**config.mk**
```make
export PLATFORM = sky130hd
export DESIGN_NAME = brush_stroke_expander_flat
export DESIGN_NICKNAME = d
export VERILOG_FILES = /design/src/rtl/brush_stroke_expander_if.sv /design/src/rtl/brush_stroke_expander.sv /design/src/flat_wrapper.sv
export SDC_FILE = /design/constraint.sdc
export NUM_CORES = 1
export LEC_CHECK = 0
export CAP_MARGIN = 0
export CELL_PAD_IN_SITES_DETAIL_PLACEMENT = 0
export CELL_PAD_IN_SITES_GLOBAL_PLACEMENT = 1
export CORE_MARGIN = 5
export CORE_UTILIZATION = 42
export DETAILED_ROUTE_END_ITERATION = 8
export PLACE_DENSITY = 0.9
export SETUP_SLACK_MARGIN = 0.05
export SYNTH_ARGS = -nofsm -noshare
export SYNTH_HDL_FRONTEND = slang
export SYNTH_SLANG_ARGS = --single-unit
export TNS_END_PERCENT = 20
```
**constraint.sdc**
```tcl
create_clock -name clk -period 4.9 [get_ports clk]
set_input_delay 0.98 -clock clk [delete_from_list [all_inputs] [get_ports clk]]
set_output_delay 0.98 -clock clk [all_outputs]
set_load 0.05 [all_outputs]
```
**src/rtl/brush_stroke_expander_if.sv**
```systemverilog
// Stroke-command input and pixel-stream output of the brush stroke expander.
// The expander itself connects through the slave modport.
interface brush_stroke_expander_if #(
  parameter int COORD_W = 8,
  parameter int SIZE_W  = 3
);
  logic               in_valid;
  logic               in_ready;
  logic [COORD_W-1:0] x_in;
  logic [COORD_W-1:0] y_in;
  logic [SIZE_W-1:0]  brush_size;
  logic               shape;
  logic [1:0]         symmetry_mode;
  logic               clip_en;
  logic               out_valid;
  logic               out_ready;
  logic [COORD_W-1:0] x_out;
  logic [COORD_W-1:0] y_out;
  logic               busy;
  logic               done;

  modport slave (
    input  in_valid, x_in, y_in, brush_size, shape, symmetry_mode, clip_en, out_ready,
    output in_ready, out_valid, x_out, y_out, busy, done
  );

  modport master (
    output in_valid, x_in, y_in, brush_size, shape, symmetry_mode, clip_en, out_ready,
    input  in_ready, out_valid, x_out, y_out, busy, done
  );
endinterface

```
**src/rtl/brush_stroke_expander.sv**
```systemverilog
// Expands one stroke point into a square/diamond brush footprint with optional
// mirror symmetry and canvas clipping, streaming one pixel per output beat.
module brush_stroke_expander #(
  parameter int COORD_W    = 8,
  parameter int SIZE_W     = 3,
  parameter int CANVAS_MAX = 2**COORD_W - 1
) (
  input logic clk,
  input logic rst_n,
  brush_stroke_expander_if.slave bus
);
  localparam int SW = COORD_W + 2;
  localparam logic signed [SW-1:0] MAX_S = SW'(CANVAS_MAX);

  typedef enum logic [1:0] {IDLE, GEN, DRAIN} state_t;

  state_t r_state, w_nextState;

  logic [COORD_W-1:0] r_baseX, r_baseY, r_xOut, r_yOut;
  logic [SIZE_W-1:0]  r_size, r_dx, r_dy;
  logic               r_shape, r_clip, r_outValid, r_done;
  logic [1:0]         r_symMode, r_symIdx;

  logic               w_outFree, w_accept, w_step, w_drainDone, w_lastCand, w_skip;
  logic               w_mirrorX, w_mirrorY;
  logic [1:0]         w_lastSym;
  logic signed [SW-1:0] w_h, w_offX, w_offY, w_absX, w_absY, w_px, w_py;
  logic [COORD_W-1:0] w_wrapX, w_wrapY, w_candX, w_candY;

  assign w_outFree = !r_outValid || bus.out_ready;

  // Candidate arithmetic: offsets are centred on h, the diamond test uses the
  // unmirrored offsets so every mirror copy of a point is kept or dropped together.
  always_comb begin
    w_h       = SW'(r_size >> 1);
    w_offX    = $signed(SW'(r_dx)) - w_h;
    w_offY    = $signed(SW'(r_dy)) - w_h;
    w_absX    = w_offX[SW-1] ? -w_offX : w_offX;
    w_absY    = w_offY[SW-1] ? -w_offY : w_offY;
    w_px      = $signed(SW'(r_baseX)) + w_offX;
    w_py      = $signed(SW'(r_baseY)) + w_offY;
    w_skip    = (r_shape && ((w_absX + w_absY) > w_h)) ||
                (r_clip && (w_px[SW-1] || w_py[SW-1] || (w_px > MAX_S) || (w_py > MAX_S)));
    w_mirrorX = ((r_symMode == 2'd1) && (r_symIdx == 2'd1)) || ((r_symMode == 2'd3) && r_symIdx[0]);
    w_mirrorY = ((r_symMode == 2'd2) && (r_symIdx == 2'd1)) || ((r_symMode == 2'd3) && r_symIdx[1]);
    w_wrapX   = w_px[COORD_W-1:0];
    w_wrapY   = w_py[COORD_W-1:0];
    w_candX   = w_mirrorX ? COORD_W'(CANVAS_MAX) - w_wrapX : w_wrapX;
    w_candY   = w_mirrorY ? COORD_W'(CANVAS_MAX) - w_wrapY : w_wrapY;
    w_lastSym = (r_symMode == 2'd0) ? 2'd0 : ((r_symMode == 2'd3) ? 2'd3 : 2'd1);
    w_lastCand = (r_symIdx == w_lastSym) && (r_dx == r_size) && (r_dy == r_size);
  end

  always_ff @(posedge clk) begin
    if (!rst_n) r_state <= IDLE;
    else        r_state <= w_nextState;
  end

  always_comb begin
    w_nextState = r_state;
    w_accept    = 1'b0;
    w_step      = 1'b0;
    w_drainDone = 1'b0;
    case (r_state)
      IDLE: if (bus.in_valid) begin
        w_accept    = 1'b1;
        w_nextState = GEN;
      end
      GEN: if (w_outFree) begin
        w_step = 1'b1;
        if (w_lastCand) w_nextState = DRAIN;
      end
      DRAIN: if (w_outFree) begin
        w_drainDone = 1'b1;
        w_nextState = IDLE;
      end
      default: w_nextState = IDLE;
    endcase
  end

  // Iteration order: symmetry copy fastest, then dx, then dy.
  always_ff @(posedge clk) begin
    if (!rst_n) begin
      r_baseX <= '0; r_baseY <= '0; r_size <= '0; r_shape <= 1'b0;
      r_symMode <= '0; r_clip <= 1'b0; r_dx <= '0; r_dy <= '0; r_symIdx <= '0;
      r_xOut <= '0; r_yOut <= '0; r_outValid <= 1'b0; r_done <= 1'b0;
    end else begin
      r_done <= w_drainDone;
      if (w_accept) begin
        r_baseX   <= bus.x_in;
        r_baseY   <= bus.y_in;
        r_size    <= bus.brush_size;
        r_shape   <= bus.shape;
        r_symMode <= bus.symmetry_mode;
        r_clip    <= bus.clip_en;
        r_dx      <= '0;
        r_dy      <= '0;
        r_symIdx  <= '0;
      end
      if (w_step) begin
        if (w_skip) begin
          r_outValid <= 1'b0;
        end else begin
          r_outValid <= 1'b1;
          r_xOut     <= w_candX;
          r_yOut     <= w_candY;
        end
        if (r_symIdx != w_lastSym) begin
          r_symIdx <= r_symIdx + 2'd1;
        end else begin
          r_symIdx <= '0;
          if (r_dx != r_size) begin
            r_dx <= r_dx + 1'b1;
          end else begin
            r_dx <= '0;
            if (r_dy != r_size) r_dy <= r_dy + 1'b1;
          end
        end
      end
      if (w_drainDone) r_outValid <= 1'b0;
    end
  end

  assign bus.in_ready  = (r_state == IDLE);
  assign bus.busy      = (r_state != IDLE);
  assign bus.out_valid = r_outValid;
  assign bus.x_out     = r_xOut;
  assign bus.y_out     = r_yOut;
  assign bus.done      = r_done;
endmodule

```
**src/flat_wrapper.sv**
```systemverilog
// flat-port wrapper written by rule: the top's interface ports become plain ports
module brush_stroke_expander_flat 
#(
  parameter int COORD_W    = 8,
  parameter int SIZE_W     = 3,
  parameter int CANVAS_MAX = 2**COORD_W - 1
)
  (clk, rst_n, bus_in_valid, bus_x_in, bus_y_in, bus_brush_size, bus_shape, bus_symmetry_mode, bus_clip_en, bus_out_ready, bus_in_ready, bus_out_valid, bus_x_out, bus_y_out, bus_busy, bus_done);
  brush_stroke_expander_if #(.COORD_W(COORD_W), .SIZE_W(SIZE_W)) bus_i ();
  input logic clk;
  input logic rst_n;
  input wire logic [$bits(bus_i.in_valid)-1:0] bus_in_valid;
  input wire logic [$bits(bus_i.x_in)-1:0] bus_x_in;
  input wire logic [$bits(bus_i.y_in)-1:0] bus_y_in;
  input wire logic [$bits(bus_i.brush_size)-1:0] bus_brush_size;
  input wire logic [$bits(bus_i.shape)-1:0] bus_shape;
  input wire logic [$bits(bus_i.symmetry_mode)-1:0] bus_symmetry_mode;
  input wire logic [$bits(bus_i.clip_en)-1:0] bus_clip_en;
  input wire logic [$bits(bus_i.out_ready)-1:0] bus_out_ready;
  output wire logic [$bits(bus_i.in_ready)-1:0] bus_in_ready;
  output wire logic [$bits(bus_i.out_valid)-1:0] bus_out_valid;
  output wire logic [$bits(bus_i.x_out)-1:0] bus_x_out;
  output wire logic [$bits(bus_i.y_out)-1:0] bus_y_out;
  output wire logic [$bits(bus_i.busy)-1:0] bus_busy;
  output wire logic [$bits(bus_i.done)-1:0] bus_done;
  assign bus_i.in_valid = bus_in_valid;
  assign bus_i.x_in = bus_x_in;
  assign bus_i.y_in = bus_y_in;
  assign bus_i.brush_size = bus_brush_size;
  assign bus_i.shape = bus_shape;
  assign bus_i.symmetry_mode = bus_symmetry_mode;
  assign bus_i.clip_en = bus_clip_en;
  assign bus_i.out_ready = bus_out_ready;
  assign bus_in_ready = bus_i.in_ready;
  assign bus_out_valid = bus_i.out_valid;
  assign bus_x_out = bus_i.x_out;
  assign bus_y_out = bus_i.y_out;
  assign bus_busy = bus_i.busy;
  assign bus_done = bus_i.done;
  brush_stroke_expander #(.COORD_W(COORD_W), .SIZE_W(SIZE_W), .CANVAS_MAX(CANVAS_MAX)) u_core (.clk(clk), .rst_n(rst_n), .bus(bus_i));
endmodule
```
After elaboration in Yosys (flattened, before gate mapping)

Index checks and enable logic that the tools add are counted.

Add/subtract/negate cells: 12
Magnitude comparators: 3
Bitwise gates (word level): 2
Eq/ne operators: 16
Reduce and logical (&&, ||, !) cells: 23
Mux-type cells: 29

Operators with widths:

| cell                  | count |
|---|---|
| $mux W3               | 9 |
| $add A9 B10 Y10       | 2 |
| $gt A10 B9 Y1 const B | 2 |
| $mux W10              | 2 |
| $neg A10 Y10          | 2 |
| $mux W2               | 9 |
| $mux W8               | 2 |
| $sub A8 B8 Y8 const A | 2 |
| $add A10 B10 Y10      | 1 |
| $gt A10 B3 Y1         | 1 |
| $logic_and A1 B1 Y1   | 8 |
| $sub A3 B2 Y4         | 2 |
| $logic_or A1 B1 Y1    | 7 |
| $add A3 B1 Y3 const B | 2 |
| $eq A2 B1 Y1 const B  | 3 |
| $eq A2 B2 Y1 const B  | 3 |
| $eq A3 B3 Y1          | 2 |
| $mux W1               | 6 |
| $ne A2 B1 Y1 const B  | 3 |
| $ne A3 B3 Y1          | 2 |
| $pmux W2 S3           | 1 |
| $logic_not A2 Y1      | 2 |
| $reduce_and A4 Y1     | 1 |
| $reduce_bool A2 Y1    | 2 |
| other kinds (8)       | 9 |

Output and inout port bits: 20
Logic and storage cells: 99
Input port bits: 27
Flip-flop bits (word level): 51

Depth between registers and ports, before layout

Depth in word-level cells: 9
Depth in mapped cells: 20
Mapped depth without buffers: 18

Least setup slack after synthesis

OpenSTA, ideal clock, no wires.

Path type: register -> register
From: reg u_core.r_size[1]
To: reg u_core.r_xOut[7] (netlist: u_core.bus.x_out[7])
Cell stages (with the launch flop): 18
Setup time: 0.119 ns
Clock period less this slack: 3.822 ns
Slack: 1.078 ns
Path buffers: 2
Data arrival time: 3.702 ns
Data required time: 4.781 ns
Path through: dfxtp_1 -> ha_1 -> inv_1 -> fa_1 -> inv_1 -> ha_1 -> nand2_1 -> o21ai_0 -> fa_1 -> a21o_1 -> a21o_1 -> a2111oi_4 -> o21bai_1 -> nor4_2 -> o221ai_2 -> buf_6 -> buf_12 -> mux2i_1

Longest elaborated chain between the ends: 9

RTL lines:

| element                                                       | line                                                     | text |
|---|---|---|
| start, declared                                               | brush_stroke_expander.sv:20                              | `logic [SIZE_W-1:0] r_size, r_dx, r_dy;` |
| start signal, assigned                                        | brush_stroke_expander.sv:92                              | `r_size <= bus.brush_size;` |
| $sub A3 B2 Y4, on equally long branches                       | brush_stroke_expander.sv:36, brush_stroke_expander.sv:37 |  |
| $neg A10 Y10, or another cell as far along                    | brush_stroke_expander.sv:38                              | `w_absX = w_offX[SW-1] ? -w_offX : w_offX;` |
| $mux W10, or another cell as far along                        | brush_stroke_expander.sv:38                              |  |
| $add A10 B10 Y10 / $logic_or A1 B1 Y1 (equally long branches) | brush_stroke_expander.sv:42, brush_stroke_expander.sv:43 |  |
| $gt A10 B3 Y1 / $logic_or A1 B1 Y1 (equally long branches)    | brush_stroke_expander.sv:42, brush_stroke_expander.sv:43 |  |
| $logic_and A1 B1 Y1, on equally long branches                 | brush_stroke_expander.sv:42, brush_stroke_expander.sv:43 |  |
| $logic_or A1 B1 Y1                                            | brush_stroke_expander.sv:42                              | `w_skip = (r_shape && ((w_absX + w_absY) > w_h)) \|\|` |
| $not A1 Y1 (no source line)                                   | -                                                        |  |
| $reduce_and A2 Y1 (no source line)                            | -                                                        |  |
| end signal, assigned                                          | brush_stroke_expander.sv:105                             | `r_xOut <= w_candX;` |
| end, declared                                                 | brush_stroke_expander.sv:19                              | `logic [COORD_W-1:0] r_baseX, r_baseY, r_xOut, r_yOut;` |

Parallel ways exist; a longest one is shown, timed or not.
A chain may end at the register's enable or synchronous reset.

Worst setup path in the final report

From: reg u_core.r_size[1]
To: reg u_core.r_yOut[1] (netlist: u_core.bus.y_out[1])

Longest elaborated chain between the ends: 9

RTL lines:

| element                                                       | line                                                     | text |
|---|---|---|
| $sub A3 B2 Y4, on equally long branches                       | brush_stroke_expander.sv:36, brush_stroke_expander.sv:37 |  |
| $neg A10 Y10, or another cell as far along                    | brush_stroke_expander.sv:38                              |  |
| $mux W10, or another cell as far along                        | brush_stroke_expander.sv:38                              |  |
| $add A10 B10 Y10 / $logic_or A1 B1 Y1 (equally long branches) | brush_stroke_expander.sv:42, brush_stroke_expander.sv:43 |  |
| $gt A10 B3 Y1 / $logic_or A1 B1 Y1 (equally long branches)    | brush_stroke_expander.sv:42, brush_stroke_expander.sv:43 |  |
| $logic_and A1 B1 Y1, on equally long branches                 | brush_stroke_expander.sv:42, brush_stroke_expander.sv:43 |  |
| $logic_or A1 B1 Y1                                            | brush_stroke_expander.sv:42                              |  |
| $not A1 Y1 (no source line)                                   | -                                                        |  |
| $reduce_and A2 Y1 (no source line)                            | -                                                        |  |
| end signal, assigned                                          | brush_stroke_expander.sv:106                             | `r_yOut <= w_candY;` |
| end, declared                                                 | brush_stroke_expander.sv:19                              |  |

Parallel ways exist; a longest one is shown, timed or not.

==> flow_summary.yaml <==
finish:
  final_cell_mix: "nand2_1 (101), dfxtp_1 (51), clkdlybuf4s50_1 (45)"
  final_common_cell: "nand2_1"
  design_area_um2: 4457
  layout.nets: 573
  area_delta_synth_final_pct: 16.94
  antenna_cells: 0
  final_layout_size_suffix_gt1_share_pct: 4.950
sta:
  fmax_ghz: 0.2313
  setup_tns_ns: 0
  rsz0062_at_grt: "no"
  finalSetupViolCount: 0
  period_share_pct: 88.24
  maxSlewViolCount: 0
  finClkSkew_ns: 0.003524
  slew_headroom_pct: 20.57
  post-route-min-period_ns: 4.324
  finalHoldViolCount: 0
  tightestPinTransition_ns: 1.191
cts:
  clock_latency_ns: 0.30
  cts-root-to-sink-buffers: 2
  path_clk_slew_ns: 0.09
  cts_root_buf: "clkbuf_8"
  cts-hold-fix-buffers: 0
  cts.sinks: 51
  numCtsBuffers: 5
  htree_levels: 2
  post_cts_buffers: 0
  cts-resized-gates: 0
  cts_tree: "done"
worst_setup_path:
  path_class: "reg -> reg"
  cp.arrival_ns: 4.47
  cpMaxStageDelayCell: "fa_1"
  critical_path_buf_inv_count: 2
  end_kind: "flop"
  crit_chain: "ha_1, inv_1, fa_1, inv_1, ha_1, nand2_1, o21ai_0, fa_1, a21o_1, a21o_1, a2111oi_4, o21bai_1, nor4_2, o221ai_2, mux2i_1"
  worst-path-max-fanout: 17
  cp.required_ns: 5.05
  cpPeakStageDelay_ns: 0.53
  r2r_setup_slack_ns: 0.58
  cp-start-kind: "flop"
  path_delay_family: "adder cells"
detailed_routing:
  first_pass_iters: 4
  drt-wirelength-per-cell_um: 12.90
  num_vias: 3191
  drtIter0Drc: 88
  drc_errors: 0
  wirelength_mm: 7.906
  ant_nets: 0
  drt-vias-per-instance: 5.206
floorplan:
  rows: 34
  ios: 47
  die_y_um: 105.3
  dieArea_um2: 11080
  dieWidth_um: 105.3
  start_util_pct: 43.49
  coreArea_um2: 8763
power_and_ir_drop:
  leakage_uw: 0.001868
  power.total_uw: 1221
  ir_worst_vdd_v: 0.0001604
  power.density_nw_per_um2: 274.0
yosys:
  avgSynthCellArea_um2: 8.267
  yosys-top-cells-area: "dfxtp_1 (27%), ha_1 (12%), nand2_1 (9.9%)"
  yosys.area.top_type_share_pct: 26.79
  synth_area_um2: 3811
  synth_edf_count: 0
  async_flop_share_pct: 0
  ys.flop_type: "dfxtp_1"
  yosys_warnings: 0
  yosysUniqueCellTypes: 59
  ys_seq_area_share_pct: 26.79
  ys_ff_latch: 51
  post-synth-top-area-cell: "dfxtp_1"
  syn_inst: 461
place:
  dp_hpwl_mm: 6.224
  dpl_cell_area_um2: 4339
  io_buffers: 46
  place_congestion: 0.8648
run_status:
  outcome: "complete, no violations"
global_route:
  antenna_found_initial: 0
  grt_pass1_wl_mm: 13.68
  grt_pass1_vias: 3095
  track_usage_pct: 14.51
  grt_max_degree: 68
  grt-ovfl-total: 0
run:
  max-cap-violations: 0
hold_path:
  hp-class: "reg -> reg"
[layer usage]
layer / GRT usage [%] / vias to the layer above / wire (um)
li1: - / 1647 / -
met1: 18.74 / 1472 / 3716
met2: 24.49 / 60 / 3679
met3: 2.445 / 12 / 340
met4: 4.840 / 0 / 170
met5: 0 / - / 0
[tightest hold or removal path: stages (launching register included)]
cell and delay [ns]:
dfxtp_1 0.32, nand2_1 0.05, mux2i_1 0.05
[flip-flops by register name (all words and copies together) (netlist names), 3 cells and up]
signal            cells
u_core.r_dy           3
u_core.r_size         3
u_core.bus.y_out      8
u_core.r_dx           3
u_core.r_baseY        8
u_core.r_baseX        8
u_core.bus.x_out      8
[stage by stage]
stage | instances | setup WS [ns] | hold WS (ns) | utilization [%]
after detailed placement | 605 | 0.5601 | 0.4543 | 49.51
final | 613 | 0.5761 | 0.4618 | 50.86
after floorplan | 468 | 1.078 | 0.4439 | -
after global placement | 605 | 0.6863 | 0.4481 | 49.51
after CTS | 613 | 0.5399 | 0.4678 | 50.86
after global routing | 613 | 0.2159 | 0.4923 | 50.86
[kinds of logic after synthesis]
kind of cell	count (synthesis)	share of synthesized area (%)
buffers and inverters	47	5.384
AOI/OAI and AO/OA	103	19.67
and+or+nand+nor	157	18.65
DFF	51	26.79
xor gates and xnor gates	40	9.192
muxes	20	5.450
other	1	0.09840
adders and majority gates	42	14.77
[area by class of cell]
class	instances	area [um2]
tap	108	135.1
inverter	29	108.9
clock inverter	2	35.03
sequential	51	1021
fill	844	4307
clock buffer	6	82.58
multi-input combinational	370	2611
timing repair buffer	47	462.9
[worst paths after layout]
kind | cells after the start | endpoint | from
min | 2 | u_core.bus.y_out[0] | u_core.bus.y_out[0]
max | 15 | u_core.bus.y_out[1] | u_core.r_size[1]
min reg2reg | 2 | u_core.bus.y_out[0] | u_core.bus.y_out[0]
max reg2reg | 15 | u_core.bus.y_out[1] | u_core.r_size[1]
[power by group]
group	total, uW	internal [uW]	leakage, uW	switching (uW)
registers	464	442	0.000416	22.2
logic	455	195	0.00139	260
clock network	302	165	0.0000612	137
total	1220	802	0.00187	419
[synth_stat cells (2+ instances only)]
| library cell | instances |
|---|---|
| nor3_1 | 5 |
| inv_1 | 29 |
| mux2i_1 | 17 |
| fa_1 | 5 |
| nand4_1 | 2 |
| and2_1 | 5 |
| dfxtp_1 | 51 |
| ha_1 | 37 |
| nand3_1 | 6 |
| and3_1 | 2 |
| o21bai_1 | 2 |
| nand2b_1 | 4 |
| xnor2_1 | 33 |
| a31oi_1 | 2 |
| mux2_2 | 2 |
| a32oi_1 | 2 |
| nor2_1 | 14 |
| a21boi_0 | 28 |
| a21o_1 | 5 |
| o31ai_1 | 2 |
| o21ai_0 | 13 |
| nor2b_1 | 7 |
| clkbuf_1 | 14 |
| nand2_1 | 101 |
| o21a_1 | 4 |
| xor2_1 | 7 |
| nor4_1 | 2 |
| a211o_1 | 2 |
| nand3b_1 | 3 |
| a21oi_1 | 26 |
Power figures use the tool's default switching activity.
